File: src/rtl/dreg_pkg.sv
// Shared defaults and the occupancy-width helper for the dreg pipeline.
package dreg_pkg;

    localparam int unsigned DREG_WIDTH_DEF = 8;
    localparam int unsigned DREG_DEPTH_DEF = 4;

    // Ceiling log2; callers pass DEPTH+1 so the result is always at least 1.
    function automatic int unsigned clog2(input int unsigned n);
        int unsigned r;
        r = 0;
        for (int unsigned v = 1; v < n; v = v << 1) begin
            r++;
        end
        return r;
    endfunction

endpackage

File: src/rtl/dreg_stage.sv
// One pipeline stage: WIDTH-bit data register plus its valid bit.
module dreg_stage #(
    parameter int unsigned WIDTH = 8
) (
    input  logic             clk,
    input  logic             rst,
    input  logic             en,
    input  logic             flush,
    input  logic [WIDTH-1:0] d,
    input  logic             dv,
    output logic [WIDTH-1:0] q,
    output logic             qv
);

    // Reset/flush clear data and valid; otherwise load when enabled, else hold.
    always_ff @(posedge clk or posedge rst) begin
        if (rst) begin
            q  <= '0;
            qv <= 1'b0;
        end else if (flush) begin
            q  <= '0;
            qv <= 1'b0;
        end else if (en) begin
            q  <= d;
            qv <= dv;
        end
    end

endmodule

File: src/rtl/dreg_pipe.sv
// Enabled, flushable data pipeline of DEPTH dreg_stage registers with a
// running count of valid stages. Define DREG_PIPE_QB_EN to add the Qb port
// (bitwise complement of Q).
module dreg_pipe
    import dreg_pkg::*;
#(
    parameter int unsigned WIDTH = DREG_WIDTH_DEF,
    parameter int unsigned DEPTH = DREG_DEPTH_DEF
) (
    input  logic                            clk,
    input  logic                            rst,
    input  logic                            En,
    input  logic                            flush,
    input  logic [WIDTH-1:0]                D,
    input  logic                            Dv,
    output logic [WIDTH-1:0]                Q,
    output logic                            Qv,
    output logic [clog2(DEPTH + 1)-1:0]     occ
`ifdef DREG_PIPE_QB_EN
    ,
    output logic [WIDTH-1:0]                Qb
`endif
);

    localparam int unsigned OccW = clog2(DEPTH + 1);

    logic [WIDTH-1:0] data  [DEPTH];
    logic             valid [DEPTH];
    logic [OccW-1:0]  occ_q, occ_d;

    // Chain of stages: stage 0 takes D/Dv, stage i takes stage i-1.
    for (genvar i = 0; i < DEPTH; i++) begin : g_stage
        logic [WIDTH-1:0] d_in;
        logic             dv_in;

        if (i == 0) begin : g_first
            assign d_in  = D;
            assign dv_in = Dv;
        end else begin : g_rest
            assign d_in  = data[i-1];
            assign dv_in = valid[i-1];
        end

        dreg_stage #(
            .WIDTH (WIDTH)
        ) u_stage (
            .clk   (clk),
            .rst   (rst),
            .en    (En),
            .flush (flush),
            .d     (d_in),
            .dv    (dv_in),
            .q     (data[i]),
            .qv    (valid[i])
        );
    end

    // Occupancy next state: one in with Dv, one out with the last valid bit.
    // When full, an incoming valid always pairs with an outgoing one, so the
    // modular sum never leaves 0..DEPTH.
    always_comb begin
        occ_d = occ_q;
        if (flush) begin
            occ_d = '0;
        end else if (En) begin
            occ_d = occ_q + OccW'(Dv) - OccW'(valid[DEPTH-1]);
        end
    end

    // Occupancy register.
    always_ff @(posedge clk or posedge rst) begin
        if (rst) begin
            occ_q <= '0;
        end else begin
            occ_q <= occ_d;
        end
    end

    assign Q   = data[DEPTH-1];
    assign Qv  = valid[DEPTH-1];
    assign occ = occ_q;

`ifdef DREG_PIPE_QB_EN
    assign Qb = ~data[DEPTH-1];
`endif

endmodule

File: config.mk
export PLATFORM = sky130hd
export DESIGN_NAME = dreg_pipe
export DESIGN_NICKNAME = d
export VERILOG_FILES = /design/src/rtl/dreg_pkg.sv /design/src/rtl/dreg_stage.sv /design/src/rtl/dreg_pipe.sv
export SDC_FILE = /design/constraint.sdc
export NUM_CORES = 1
export LEC_CHECK = 0
export CORE_UTILIZATION = 55
export DETAILED_ROUTE_END_ITERATION = 16
export DONT_BUFFER_PORTS = 1
export PLACE_DENSITY = 0.8
export REMOVE_ABC_BUFFERS = 1
export SLEW_MARGIN = 15
export SYNTH_ARGS = -nofsm -noshare
export SYNTH_HDL_FRONTEND = slang
export SYNTH_HIERARCHICAL = 1
export SYNTH_SLANG_ARGS = --single-unit
File: constraint.sdc
create_clock -name clk -period 1.6 [get_ports clk]
set_input_delay 0.32 -clock clk [delete_from_list [all_inputs] [get_ports clk]]
set_output_delay 0.32 -clock clk [all_outputs]
set_load 0.05 [all_outputs]
==> results of run 1 <==
==> layout by cell type, fill, tap and decap left out <==
master / n
nand2b_1: 1
dlygate4sd3_1: 1
clkinv_2: 3
a21oi_1: 1
buf_4: 4
dfrtp_1: 39
clkbuf_4: 5
nor2_1: 39
inv_1: 8
fa_2: 1
a31o_1: 1
mux2i_1: 37
ha_1: 2
a211oi_2: 1
xor2_2: 1
==> logic make-up after synthesis <==
family                   synth area share
AO/OA/AOI/OAI                      0.0128
XOR/XNOR                          0.00526
adder cells (fa/ha/maj)            0.0271
buffers and inverters              0.0541
flip-flops                          0.586
multiplexers                        0.223
AND/OR/NAND/NOR                    0.0917
==> path summary, 6_finish.rpt <==
kind / endpoint / cells past startpoint
max: occ[2]$_DFFE_PP0P_ / 9
min: occ[1]$_DFFE_PP0P_ / 1
max reg2reg: occ[2]$_DFFE_PP0P_ / 9
min reg2reg: g_stage[2].u_stage/q[4]$_DFFE_PP0P_ / 2
max in group asynchronous: g_stage[0].u_stage/q[4]$_DFFE_PP0P_ / 2
min in group asynchronous: occ[2]$_DFFE_PP0P_ / 2
==> power groups by stage <==
stage	clock (W)	sequential, W	combinational [W]
finish	0.000465	0.00105	0.000134
global route	0.000530	0.00106	0.000150
CTS	0.000493	0.00105	0.000133
detailed placement	0	0.00107	0.000127
global placement	0	0.00107	0.000120
floorplan	0	0.00108	0.0000861
==> sequential cells by signal, indices dropped and copies added, names as in the netlist <==
register and cells:
g_stage.u_stage/qv 4, occ 3, g_stage.u_stage/q 32
==> metal layers <==
layer	track usage	vias to the layer above	part of all wire
met2	0.311	23	0.50
met5	0	-	0
met1	0.255	473	0.45
met4	0.0732	0	0.016
li1	-	456	-
met3	0.0658	6	0.042
==> repair_timing <==
| action | 4_1_cts | 5_1_grt |
|---|---|---|
| gates resized for setup | 2 | 1 |
| hold buffers | 1 | 0 |
| endpoints found under the setup margin | 2 | 2 |
| pin swaps | 1 | 1 |
| endpoints found under the hold margin | 39 | 0 |
| buffers inserted | 1 | 0 |
==> stage by stage <==
step	worst slack, ns	hold slack [ns]	instances
2_1_floorplan	-0.488	0.0736	131
3_3_place_gp	-0.170	0.0868	165
3_5_place_dp	-0.257	0.0919	165
4_1_cts	-0.220	0.00864	175
5_1_grt	-0.263	0.00179	175
6_report	-0.179	0.0380	175
==> critical path: cells and delay by family, from the launching register on <==
kind | cells | cell delay (ns)
buffers and inverters | 3 | 0.16
XOR/XNOR | 1 | 0.15
adder cells (fa/ha/maj) | 3 | 0.74
flip-flops | 1 | 0.37
AO/OA/AOI/OAI | 2 | 0.26
==> final cells by class <==
class,count,area [um2],area share
multi-input cells,84,613,0.350
inverters,8,30.0,0.0172
well taps,31,38.8,0.0222
clock inverters,3,15.0,0.00858
clock buffers,5,37.5,0.0214
repair buffers,5,40.0,0.0229
flip-flops and latches,39,976,0.558
==> qor.txt, run 1 <==
status: finished, violations left
failing checks: DRC, setup timing
final total negative setup slack: -0.241 ns
async set-or-reset flop fraction in the synthesized netlist: 1.00
Worst path most repeated cell: inv_1
Total Wirelength: 2740 um
Site Rows: 19
placement-stage cell area: 0.00167 mm2
Initial DRC Count: 34
Die H: 57.0 um
CP Capture Type: flip-flop
cell taking the most area after synthesis: dfrtp_1
post-layout util: 0.624
internal power: 0.00124 W
sequential-to-total area share from yosys stat: 0.586
Ports: 25
wire length per cell: 15.7 um
Largest stage delay, worst path: 0.37 ns
warnings from Yosys: 6
Switch Pwr: 0.000408 W
Detail Placement HPWL: 1860 um
initial antenna violation count: 0
Hold Violations, Final: 0
clock share of power: 0.282
Mapped Area: 0.00166 mm2
Initial Utilization: 0.593
via density per instance: 5.47
total track usage: 0.196
CTS Buf Count: 5
Hold WC Path Type: input port to flip-flop
Slew @ Worst Pin: 0.515 ns
core footprint: 0.00281 mm2
ANT cells: 0
vias in the first global route: 982
combinational power share: 0.081
number of synthesized flops with an enable pin: 0
Reg power frac: 0.637
Area contributors post-synth: dfrtp_1, mux2i_1, nor2_1, buf_6, inv_1
leakage power total: 0.950 nW
crit path kind: flip-flop to flip-flop
synth unique cells: 13
Cell Chain, Critical Path: inv_1 -> ha_1 -> inv_1 -> ha_1 -> inv_1 -> fa_2 -> xor2_2 -> a21oi_1 -> a31o_1
first-pass GRT wire length: 4640 um
RSZ-0062 raised after global routing: yes
CP startpoint: occ[0]$_DFFE_PP0P_
r2r setup slk: -0.18 ns
net count reported at finish: 159
share of the synthesized area in the top cell type: 0.586
gp weighted congestion: 0.709
nature of the critical path startpoint: flip-flop
slowest CP cell: dfrtp_1
Power, Total: 0.00165 W
Final Max Slew Viols: 0
Crit path required time: 1.84 ns
worst r2r src: occ[0]$_DFFE_PP0P_
Sw Ratio: 0.247
clk_lat worst skew: 0.33 ns
hold path startpoint: flush
drt first pass iters: 12
fill count: 236
Final min period: 1.78 ns
gr ovfl total: 0
number of max-cap violations: 0
IR drop worst, VDD: 0.574 mV
Post-synth top cells: dfrtp_1, nor2_1, mux2i_1
CTS sink cnt: 39
via count: 958
TritonCTS clock tree: done
fmax: 0.562 GHz
Syn-to-layout area delta: 5.19%
post-layout instance area: 0.00175 mm2
pwr dens: 943 mW/mm2
clk slew on worst S/H paths: 0.11 ns
Clock Tree Buf Depth: 2
Final WS setup: -0.179 ns
die width: 57.0 um
root buffer cell: clkbuf_4
Synth Flop Type: dfrtp_1
Max FO, Critical Path: 2
final period utilization: 1.11
die area: 0.00325 mm2
clock skew: 0.00387 ns
Residual DRC: 2
Worst EP arrival: 2.01 ns
proportion of layout cells with a drive suffix above 1: 0.104
input/output buffers: 0
Worst slew margin: 0.657
antenna-violating nets left: 0
CTS H-Tree Depth: 2
Yosys reg bits: 39
Final setup viols: 2
Cells after Synth: 139
pin count of the biggest net entering global routing: 42
Syn Area/Cell: 12.0 um2
Note: power is estimated with default switching activity, not from simulation.
==> run 2, diff against run 1 <==
REMOVE_ABC_BUFFERS = default   (was 1)
SKIP_CTS_REPAIR_TIMING = 1   (was default)
==> run 2 against run 1 <==
  * The run still ends with DRC, setup timing left
  * Via count fell by 0.52%
  * Critical path depth is 1 lower
  * Design area up 0.64%
  * Non-clock buffer count down 1
  * Sequential cell count stayed put
  * Largest power group unchanged
  * Highest routed layer unchanged
==> qor.txt, run 2 (synthesis gave the netlist of run 1 again) <==
gp weighted congestion: 0.711 (was 0.709)
Clock Tree Buf Depth: 2 (unchanged)
internal power: 0.00124 W (about the same)
most frequent cells in the layout: nor2_1, mux2i_1, dfrtp_1, inv_1, clkbuf_4 (was nor2_1, dfrtp_1, mux2i_1, inv_1, clkbuf_4)
Reg power frac: 0.647 (was 0.637)
gr ovfl total: 0 (unchanged)
r2r setup slk: -0.18 ns (about the same)
IR drop worst, VDD: 0.528 mV (was 0.574 mV)
fill count: 229 (was 236)
RSZ-0062 raised after global routing: yes (unchanged)
root buffer cell: clkbuf_4 (unchanged)
post-layout instance area: 0.00176 mm2 (was 0.00175 mm2)
Syn-to-layout area delta: 5.86% (was 5.19%)
Hold Path Sink: g_stage[3].u_stage/q[4]$_DFFE_PP0P_ (was occ[1]$_DFFE_PP0P_)
Placed Cells: 165 (unchanged)
input/output buffers: 0 (unchanged)
ANT cells: 0 (unchanged)
Net Count, Synth: 155
antenna-violating nets left: 0 (unchanged)
Power, Total: 0.00163 W (was 0.00165 W)
reg2reg path depth: 8 (was 9)
nature of the critical path startpoint: flip-flop (unchanged)
total track usage: 0.208 (was 0.196)
Crit path required time: 1.84 ns (about the same)
Initial DRC Count: 29 (was 34)
Largest register FFs: 32 (unchanged)
Hold Violations, Final: 0 (unchanged)
Max FO, Critical Path: 2 (unchanged)
Sw Ratio: 0.237 (was 0.247)
CP Capture Type: flip-flop (unchanged)
worst r2r src: g_stage[3].u_stage/qv$_DFFE_PP0P_ (was occ[0]$_DFFE_PP0P_)
CP startpoint: g_stage[3].u_stage/qv$_DFFE_PP0P_ (was occ[0]$_DFFE_PP0P_)
drt first pass iters: 10 (was 12)
Detail Placement HPWL: 2050 um (was 1860 um)
die area: 0.00325 mm2 (unchanged)
Final min period: 1.78 ns (about the same)
die width: 57.0 um (unchanged)
via density per instance: 5.54 (was 5.47)
first-pass GRT wire length: 4790 um (was 4640 um)
Worst slew margin: 0.660 (was 0.657)
clk slew on worst S/H paths: 0.10 ns (was 0.11 ns)
initial antenna violation count: 0 (unchanged)
Ports: 25 (unchanged)
Initial Utilization: 0.593 (unchanged)
leakage power total: 0.928 nW (was 0.950 nW)
Total Wirelength: 2920 um (was 2740 um)
Non-Filler Instances: 172 (was 175)
status: finished, violations left (unchanged)
vias in the first global route: 1045 (was 982)
hold path startpoint: flush (unchanged)
Final Max Slew Viols: 0 (unchanged)
Final setup viols: 2 (unchanged)
combinational power share: 0.089 (was 0.081)
commonest non-fill, non-tap cell in the layout: nor2_1
Worst EP arrival: 2.02 ns (was 2.01 ns)
clock skew: 0.00790 ns (was 0.00387 ns)
CTS H-Tree Depth: 2 (unchanged)
fmax: 0.562 GHz (about the same)
Final WS setup: -0.179 ns (about the same)
worst hold path stage count: 1 (unchanged)
failing checks: DRC, setup timing (unchanged)
TritonCTS clock tree: done (unchanged)
core footprint: 0.00281 mm2 (unchanged)
Top reg by flops: g_stage.u_stage/q (unchanged)
crit path kind: flip-flop to flip-flop (unchanged)
placement-stage cell area: 0.00168 mm2 (was 0.00167 mm2)
Site Rows: 19 (unchanged)
worst r2r dst: occ[2]$_DFFE_PP0P_ (unchanged)
proportion of layout cells with a drive suffix above 1: 0.128 (was 0.104)
pwr dens: 924 mW/mm2 (was 943 mW/mm2)
Residual DRC: 2 (unchanged)
Slew @ Worst Pin: 0.510 ns (was 0.515 ns)
Switch Pwr: 0.000386 W (was 0.000408 W)
clk_lat worst skew: 0.34 ns (was 0.33 ns)
number of max-cap violations: 0 (unchanged)
Die H: 57.0 um (unchanged)
wire length per cell: 17.0 um (was 15.7 um)
clock share of power: 0.264 (was 0.282)
Hold WC Path Type: input port to flip-flop (unchanged)
net count reported at finish: 158 (was 159)
CTS sink cnt: 39 (unchanged)
pin count of the biggest net entering global routing: 42 (unchanged)
via count: 953 (was 958)
final period utilization: 1.11 (about the same)
CTS Buf Count: 5 (unchanged)
## run 2: through the flow
stage          setup WS (ns)  hold slack (ns)  utilization  TNS (ns)
6_report              -0.179           0.0276        0.628    -0.256
5_1_grt               -0.237          0.00220        0.628    -0.374
4_1_cts               -0.247           -0.289        0.612    -0.369
3_5_place_dp          -0.235           0.0963        0.597    -0.335
3_3_place_gp          -0.147           0.0853        0.597    -0.147
2_1_floorplan         -0.309           0.0736            -    -0.479
## run 2: final cells by class
cell class / count / area, um2 / area share
well taps: 31 / 38.8 / 0.0220
repair buffers: 4 / 32.5 / 0.0185
inverters: 8 / 32.5 / 0.0185
flip-flops and latches: 39 / 978 / 0.555
clock buffers: 6 / 41.3 / 0.0234
multi-input cells: 84 / 638 / 0.362
## run 2: worst max-delay path by stage
stage / cells past startpoint / end
2_1_floorplan: 9 / occ[2]$_DFFE_PP0P_
3_3_place_gp: 8 / occ[2]$_DFFE_PP0P_
3_5_place_dp: 8 / occ[2]$_DFFE_PP0P_
4_1_cts: 8 / occ[2]$_DFFE_PP0P_
5_1_grt: 9 / occ[2]$_DFFE_PP0P_
6_report: 8 / occ[2]$_DFFE_PP0P_
## run 2: power groups by stage
stage | Combinational, W | Sequential [W] | Clock (W)
final | 0.000145 | 0.00105 | 0.000429
after global routing | 0.000160 | 0.00106 | 0.000501
after CTS | 0.000131 | 0.00105 | 0.000458
after detailed placement | 0.000130 | 0.00107 | 0
after global placement | 0.000121 | 0.00107 | 0
after floorplan | 0.000126 | 0.00108 | 0
## run 2: worst max-delay path: stages, from the launching register on
cell and delay (ns):
dfrtp_2 0.44, ha_4 0.25, inv_4 0.06, ha_4 0.13
inv_2 0.04, fa_2 0.36, xor2_2 0.15, a21oi_1 0.08
a31o_1 0.18
## run 2: routing by layer
layer	up-vias	GRT usage	wire, um
met5	-	0	0
met4	0	0.0906	56
met3	7	0.0771	133
met2	16	0.365	1580
met1	474	0.227	1150
li1	456	-	-
==> run 3, diff against run 2 <==
CORE_UTILIZATION = 42   (was 55)
PLACE_DENSITY = 0.66   (was 0.8)
SKIP_LAST_GASP = 1   (was default)
==> run 3 against run 2 <==
  * The flow finishes with violations (setup timing)
  * Sequential cell count stayed put
  * Non-clock buffer count stayed put
  * Fmax is 1.1% higher
  * Count of clock-buffer cells in the layout stayed put
  * Setup slack better by 0.020 ns
  * Cell count is 11% higher
  * Sequential share of layout area is 2.0 points lower
  * Critical path type unchanged
==> qor.txt, run 3 (synthesis gave the netlist of run 1 again) <==
Slew @ Worst Pin: 0.505 ns (was 0.510 ns)
clk slew on worst S/H paths: 0.07 ns (was 0.10 ns)
clock skew: 0.00341 ns (was 0.00790 ns)
gr ovfl total: 0 (unchanged)
Max FO, Critical Path: 2 (unchanged)
Worst slew margin: 0.663 (was 0.660)
leakage power total: 0.945 nW (was 0.928 nW)
Hold WC Path Type: input port to flip-flop (unchanged)
root buffer cell: clkbuf_8 (was clkbuf_4)
via density per instance: 5.08 (was 5.54)
Ports: 25 (unchanged)
proportion of layout cells with a drive suffix above 1: 0.140 (was 0.128)
Die H: 64.9 um (was 57.0 um)
drt first pass iters: 4 (was 10)
vias in the first global route: 1091 (was 1045)
Worst EP arrival: 1.94 ns (was 2.02 ns)
CP Capture Type: flip-flop (unchanged)
TritonCTS clock tree: done (unchanged)
Top reg by flops: g_stage.u_stage/q (unchanged)
initial antenna violation count: 0 (unchanged)
core footprint: 0.00374 mm2 (was 0.00281 mm2)
Site Rows: 22 (was 19)
CP startpoint: occ[0]$_DFFE_PP0P_ (was g_stage[3].u_stage/qv$_DFFE_PP0P_)
Initial DRC Count: 22 (was 29)
via count: 970 (was 953)
status: finished, violations left (unchanged)
Final Max Slew Viols: 0 (unchanged)
Detail Placement HPWL: 2140 um (was 2050 um)
slowest CP cell: dfrtp_2 (unchanged)
failing checks: setup timing (was DRC, setup timing)
Initial Utilization: 0.445 (was 0.593)
Hold Violations, Final: 0 (unchanged)
net count reported at finish: 158 (unchanged)
number of max-cap violations: 0 (unchanged)
CTS Buf Count: 5 (unchanged)
final period utilization: 1.10 (was 1.11)
input/output buffers: 0 (unchanged)
post-layout util: 0.488 (was 0.628)
pwr dens: 1000 mW/mm2 (was 924 mW/mm2)
Crit path required time: 1.78 ns (was 1.84 ns)
pin count of the biggest net entering global routing: 42 (unchanged)
Syn-to-layout area delta: 9.77% (was 5.86%)
Final min period: 1.76 ns (was 1.78 ns)
setup slack at placement: -0.211 ns (was -0.235 ns)
Net Count, Synth: 155 (unchanged)
antenna-violating nets left: 0 (unchanged)
crit path kind: flip-flop to flip-flop (unchanged)
CTS H-Tree Depth: 2 (unchanged)
commonest non-fill, non-tap cell in the layout: nor2_1 (unchanged)
Residual DRC: 0 (was 2)
gp weighted congestion: 0.669 (was 0.711)
die area: 0.00422 mm2 (was 0.00325 mm2)
fill count: 358 (was 229)
Largest register FFs: 32 (unchanged)
hold path startpoint: flush (unchanged)
CTS sink cnt: 39 (unchanged)
clk_lat worst skew: 0.29 ns (was 0.34 ns)
Final setup viols: 2 (unchanged)
fmax: 0.568 GHz (was 0.562 GHz)
total track usage: 0.167 (was 0.208)
die width: 64.9 um (was 57.0 um)
Clock Tree Buf Depth: 2 (unchanged)
Total Wirelength: 3090 um (was 2920 um)
nature of the critical path startpoint: flip-flop (unchanged)
Largest stage delay, worst path: 0.41 ns (was 0.44 ns)
Cell Chain, Critical Path: inv_2 -> ha_4 -> inv_4 -> ha_4 -> inv_2 -> fa_2 -> xor2_2 -> a21oi_1 -> a31o_1 (was ha_4 -> inv_4 -> ha_4 -> inv_2 -> fa_2 -> xor2_2 -> a21oi_1 -> a31o_1)
IR drop worst, VDD: 0.587 mV (was 0.528 mV)
worst r2r src: occ[0]$_DFFE_PP0P_ (was g_stage[3].u_stage/qv$_DFFE_PP0P_)
first-pass GRT wire length: 5110 um (was 4790 um)
most frequent cells in the layout: nor2_1, mux2i_1, dfrtp_1, inv_1, clkbuf_8 (was nor2_1, mux2i_1, dfrtp_1, inv_1, clkbuf_4)
Final WS setup: -0.160 ns (was -0.179 ns)
ANT cells: 0 (unchanged)
wire length per cell: 16.2 um (was 17.0 um)
RSZ-0062 raised after global routing: yes (unchanged)
==> run 3: cell count changes in the layout (fill, tap and decap cells not counted), sizes merged <==
cell,delta
clkinv,+1
clkinvlp,+1
==> run 3: cell type report <==
class                   count  area, um2  area share
flip-flops and latches     39        978       0.536
multi-input cells          84        638       0.349
clock buffers               6       72.6      0.0397
well taps                  48       60.1      0.0329
repair buffers              4       32.5      0.0178
inverters                   8       32.5      0.0178
clock inverters             2       12.5     0.00685
==> run 3: where the power goes <==
group / total (W) / leakage [nW] / internal [W] / switching (W)
combinational: 0.000143 / 0.373 / 0.0000665 / 0.0000770
clock: 0.000637 / 0.0412 / 0.000304 / 0.000333
sequential: 0.00105 / 0.531 / 0.00102 / 0.0000367
==> run 3: critical path: cells and delay by family, from the launching register on <==
kind                       cells  cell delay, ns
AOI/OAI and AO/OA              2            0.26
xor gates and xnor gates       1            0.15
adders and majority gates      3            0.67
buffers and inverters          3            0.15
DFF                            1            0.41
==> run 3: layer usage <==
metal  share of wire  GRT usage  vias to the layer above  routed length (um)
met3           0.039     0.0493                        5                 120
met2            0.54      0.318                       19                1660
met5               0          0                        -                   0
li1                -          -                      457                   -
met1            0.41      0.175                      489                1270
met4           0.012     0.0500                        0                  36
==> run 3: final timing paths <==
path	end	slack [ns]	cells past startpoint
min	occ[1]$_DFFE_PP0P_	0.09	1
max	occ[2]$_DFFE_PP0P_	-0.16	9
min in group asynchronous	occ[0]$_DFFE_PP0P_	0.48	2
max in group asynchronous	g_stage[3].u_stage/qv$_DFFE_PP0P_	0.70	2
max reg2reg	occ[2]$_DFFE_PP0P_	-0.16	9
min reg2reg	g_stage[1].u_stage/q[0]$_DFFE_PP0P_	0.53	2
==> run 3: through the flow <==
stage	hold WS [ns]	area [um2]	cells	TNS, ns	total power (W)
after floorplan	0.0736	1670	139	-0.479	0.00121
after global placement	0.0834	1700	182	-0.149	0.00119
after detailed placement	0.0951	1700	182	-0.275	0.00120
after CTS	-0.220	1780	190	-0.299	0.00184
after global routing	0.0731	1830	191	-0.345	0.00191
final	0.0880	1830	191	-0.202	0.00183
